File: src/rtl/fifo_wptr_prog.sv
// Write-side pointer and flag generator for async FIFOs with run-time power-of-two depth.
// Consumes the two-flop synchronised Gray read pointer; all logic is in the write clock domain.
module fifo_wptr_prog #(
    parameter int unsigned ADDR_FIFO = 4,
    parameter int unsigned CFG_W     = 3
) (
    input  logic                 W_CLK,
    input  logic                 W_rst_n,
    input  logic                 W_clr,
    input  logic [CFG_W-1:0]     cfg_depth_log2,
    input  logic [ADDR_FIFO:0]   cfg_afull_thr,
    input  logic                 W_inc,
    input  logic [ADDR_FIFO:0]   Wq2_rptr,
    input  logic                 ovf_clr,
    output logic                 W_Wen,
    output logic [ADDR_FIFO-1:0] W_Addr,
    output logic [ADDR_FIFO:0]   W_ptr,
    output logic                 W_Full,
    output logic                 W_AFull,
    output logic [ADDR_FIFO:0]   W_Level,
    output logic                 W_Ovf
);

    localparam int unsigned PW = ADDR_FIFO + 1;

    logic [ADDR_FIFO:0]   r_wbin;
    logic [CFG_W-1:0]     r_k;
    logic                 r_ovf;

    logic [ADDR_FIFO:0]   w_mask;
    logic [ADDR_FIFO:0]   w_depth;
    logic [ADDR_FIFO-1:0] w_amask;
    logic [ADDR_FIFO:0]   w_rbin_raw;
    logic [ADDR_FIFO:0]   w_rbin;
    logic [ADDR_FIFO:0]   w_level;
    logic [ADDR_FIFO:0]   w_wbin_inc;
    logic [CFG_W-1:0]     w_k_load;
    logic                 w_full;
    logic                 w_wen;

    // Masks derived from k: pointer span (k+1 bits), depth value 2^k, address span (k bits).
    always_comb begin
        w_mask  = '0;
        w_depth = '0;
        w_amask = '0;
        for (int i = 0; i < int'(PW); i++) begin
            w_mask[i]  = (CFG_W'(i) <= r_k);
            w_depth[i] = (CFG_W'(i) == r_k);
        end
        for (int i = 0; i < int'(ADDR_FIFO); i++) begin
            w_amask[i] = (CFG_W'(i) < r_k);
        end
    end

    // Gray-to-binary: each binary bit is the XOR of all Gray bits at or above it.
    always_comb begin
        w_rbin_raw = '0;
        for (int i = 0; i < int'(PW); i++) begin
            w_rbin_raw[i] = ^(Wq2_rptr >> i);
        end
    end

    assign w_rbin     = w_rbin_raw & w_mask;
    assign w_level    = (r_wbin - w_rbin) & w_mask;
    assign w_full     = (w_level == w_depth);
    assign w_wen      = W_inc & ~w_full & ~W_clr;
    assign w_wbin_inc = (r_wbin + PW'(1)) & w_mask;

    // Out-of-range depth requests fall back to the physical depth.
    assign w_k_load = ((cfg_depth_log2 == '0) || (cfg_depth_log2 > CFG_W'(ADDR_FIFO)))
                      ? CFG_W'(ADDR_FIFO) : cfg_depth_log2;

    always_ff @(posedge W_CLK or negedge W_rst_n) begin
        if (!W_rst_n) begin
            r_wbin <= '0;
            r_k    <= CFG_W'(ADDR_FIFO);
            r_ovf  <= 1'b0;
        end else if (W_clr) begin
            r_wbin <= '0;
            r_k    <= w_k_load;
            r_ovf  <= 1'b0;
        end else begin
            if (w_wen) begin
                r_wbin <= w_wbin_inc;
            end
            // Overflow set takes priority over a concurrent clear request.
            if (W_inc && w_full) begin
                r_ovf <= 1'b1;
            end else if (ovf_clr) begin
                r_ovf <= 1'b0;
            end
        end
    end

    assign W_Wen   = w_wen;
    assign W_Addr  = r_wbin[ADDR_FIFO-1:0] & w_amask;
    assign W_ptr   = (r_wbin >> 1) ^ r_wbin;
    assign W_Full  = w_full;
    assign W_AFull = (cfg_afull_thr != '0) && (w_level >= cfg_afull_thr);
    assign W_Level = w_level;
    assign W_Ovf   = r_ovf;

endmodule

File: config.mk
export PLATFORM = sky130hd
export DESIGN_NAME = fifo_wptr_prog
export DESIGN_NICKNAME = d
export VERILOG_FILES = /design/src/rtl/fifo_wptr_prog.sv
export SDC_FILE = /design/constraint.sdc
export NUM_CORES = 1
export LEC_CHECK = 0
export ABC_CLOCK_PERIOD_IN_PS = 15050
export CORE_ASPECT_RATIO = 1.75
export CORE_MARGIN = 2
export CORE_UTILIZATION = 30
export DETAILED_ROUTE_END_ITERATION = 12
export PLACE_DENSITY = 0.53
export SYNTH_ARGS = -nofsm -noshare
export SYNTH_HDL_FRONTEND = slang
export SYNTH_SLANG_ARGS = --single-unit
export TNS_END_PERCENT = 1
File: constraint.sdc
create_clock -name W_CLK -period 15.05 [get_ports W_CLK]
set_input_delay 3.7625 -clock W_CLK [delete_from_list [all_inputs] [get_ports W_CLK]]
set_output_delay 3.7625 -clock W_CLK [all_outputs]
set_load 0.1 [all_outputs]
==> metrics.csv <==
metric;value;unit
Tot Pwr;0.000223;W
final net count;197;
post-cts resize count;0;
Required @ worst endpoint;11.29;ns
gr usage total;0.139;
Hold Path Sink;W_Ovf$_DFFE_PN0P_;
area leader, netlist;dfrtp_1;
Primary FF master, synth;dfrtp_1;
Post-synth EDFFs;0;
PortBufs;35;
sequential share of the synthesized area;0.206;
yosys warns;0;
CP Max Fanout;3;
die height;84.1;um
Final GP Congestion;0.746;
largest net degree at the start of global routing;15;
Max Fclk;84.2;MHz
Post-synth top cells;ha_1 (14), nor2_1 (13), inv_1 (12), dfrtp_1 (8), xnor2_1 (7);
worst hold slack;0.512;ns
Seq cells post-synth;9;
Synth Instances;131;
DR pass1 iterations;4;
Clock Latency Late Sink;0.23;ns
Worst setup SP type;input pin;
CTS tree;done;
width of the die;49.8;um
Max Root-Sink Buffers;2;
initial core utilization;0.309;
relative slew slack;0.346;
Worst R2R Start;r_k[1]$_DFFE_PN0P_;
drt wl/cell;13.2;um
Yosys cell types;42;
synth top area cells;dfrtp_1 (18%), ha_1 (16%), xnor2_1 (5.6%);
io pins;36;
Vias;1027;
die area;4190;sq um
PwrDens;147;nW/um^2
Post-Syn Area per Cell;8.40;sq um
Final Hold Viols;0;
Final Setup Violations;0;
Residual DRC;0;
WP data arrival;8.11;ns
fin crit period;11.87;ns
CP endpoint kind;output pin;
FP Rows;29;
actual slew at the worst max-slew pin;0.977;ns
Clock transition at path regs;0.05;ns
antenna violations before repair;0;
CORE AREA;3560;sq um
Setup CP Type;in2out;
maxcap violations;0;
Worst R2R Path Depth;11;
hold wc startpoint;W_Ovf$_DFFE_PN0P_;
DRT iter0 DRCs;11;
gr ovfl total;0;
unrepaired setup endpoints after global routing;false;
post-DP HPWL;2350;um
post-CTS setup buffer count;0;
CTS hold repair buffers;0;
most frequent cell after synthesis;ha_1;
clock sinks;9;
antenna-violating nets left;0;
Worst Skew;0.00786;ns
layout cells sized above 1;0.117;
routed wire length;2770;um
maximum vdd drop;0.0937;mV
r2r setup slk;11.66;ns
H-tree Lvls;1;
Mapped Nets;164;
Hold/Removal Path Class;reg2reg;
P_leak;0.717;nW
synth-to-layout area growth;38.0;%
post-synth top area share;0.182;
RR Endpoint;r_wbin[2]$_DFFE_PN0P_;
antenna cells;0;
total negative slack;0;ns
Mapped Area;1100;sq um
first-pass GRT wire length;4660;um
period utilization;0.789;
vias per cell;4.91;
Hold Crit Depth;1;
status;finished clean;
CTS Root Cell;clkbuf_8;
CP startpoint;Wq2_rptr[4];
Slew Viols, Final;0;
Async SR Flop Fraction;1.00;
CTS buffer count;3;
vias in the first global route;1025;
## flip-flops by register name, indices dropped and copies added, names as in the netlist
signal,count
r_wbin,5
W_Ovf,1
r_k,3
## placed cells by master (no fill, tap or decap), types with 2 or more instances in the layout
master	count
ha_1	14
nor2_1	13
inv_1	12
clkdlybuf4s50_1	35
xnor2_1	7
or2_2	5
xor2_1	6
mux2i_1	2
o21ai_0	3
nand3b_1	4
a22o_2	2
dfrtp_1	8
a21oi_1	6
and3_1	2
nor4_1	3
clkbuf_8	3
nor2b_1	3
nand2_1	6
nand2b_1	2
nand3_1	3
a21o_1	3
## layer usage
| metal | part of all wire | wire [um] | vias up | track usage |
|---|---|---|---|---|
| li1 | - | - | 517 | - |
| met3 | 0.027 | 74 | 0 | 0.0143 |
| met2 | 0.59 | 1640 | 22 | 0.275 |
| met4 | 0 | 0 | 0 | 0.0152 |
| met5 | 0 | 0 | - | 0 |
| met1 | 0.38 | 1060 | 488 | 0.157 |
## worst max-delay path by stage
stage,to,slack (ns)
global placement,W_Full,3.23
finish,W_Full,3.18
CTS,W_Full,3.16
detailed placement,W_Full,3.18
floorplan,W_AFull,2.68
global route,W_Full,3.07
## final cells by class
cell class,count,area [sq um]
Clock inverter,1,5.00
Sequential cell,9,226
Multi-Input combinational cell,103,792
Tap cell,46,57.6
Inverter,12,45.0
Fill cell,396,2040
Clock buffer,3,41.3
Timing Repair Buffer,35,350
## where the power goes
| part | leakage [nW] | internal [W] | switching, W |
|---|---|---|---|
| sequential | 0.119 | 0.0000265 | 0.00000336 |
| combinational | 0.573 | 0.0000499 | 0.000115 |
| clock | 0.0255 | 0.0000181 | 0.00000965 |
| total | 0.717 | 0.0000945 | 0.000128 |
## per-stage QoR
step / setup slack [ns] / cells / area (sq um) / utilization
after global placement: 3.23 / 205 / 1470 / 0.414
after detailed placement: 3.18 / 205 / 1470 / 0.414
after CTS: 3.16 / 209 / 1520 / 0.427
after global routing: 3.07 / 209 / 1520 / 0.427
after floorplan: 2.68 / 131 / 1100 / -
final: 3.18 / 209 / 1520 / 0.427
## critical path, cell delays in order
cell and delay [ns]:
clkdlybuf4s50_1 0.47, xnor2_1 0.35, xnor2_1 0.20, xnor2_1 0.18, xnor2_1 0.09, ha_1 0.20, fa_1 0.41, and3b_1 0.25
nor4_1 0.06, a2111o_1 0.42, or4_4 0.45, inv_1 0.11, clkdlybuf4s50_1 1.14
## logic make-up (layout without fill, tap and decap cells)
kind of cell               after synthesis  count (layout)  synth area share
muxes                                    2               2            0.0182
adders and majority gates               15              15             0.177
xor gates and xnor gates                13              13             0.104
and+or+nand+nor                         49              49             0.254
AOI/OAI and AO/OA                       24              24             0.167
DFF                                      9               9             0.206
buffers and inverters                   19              51            0.0739
Power figures use the tool's default switching activity.
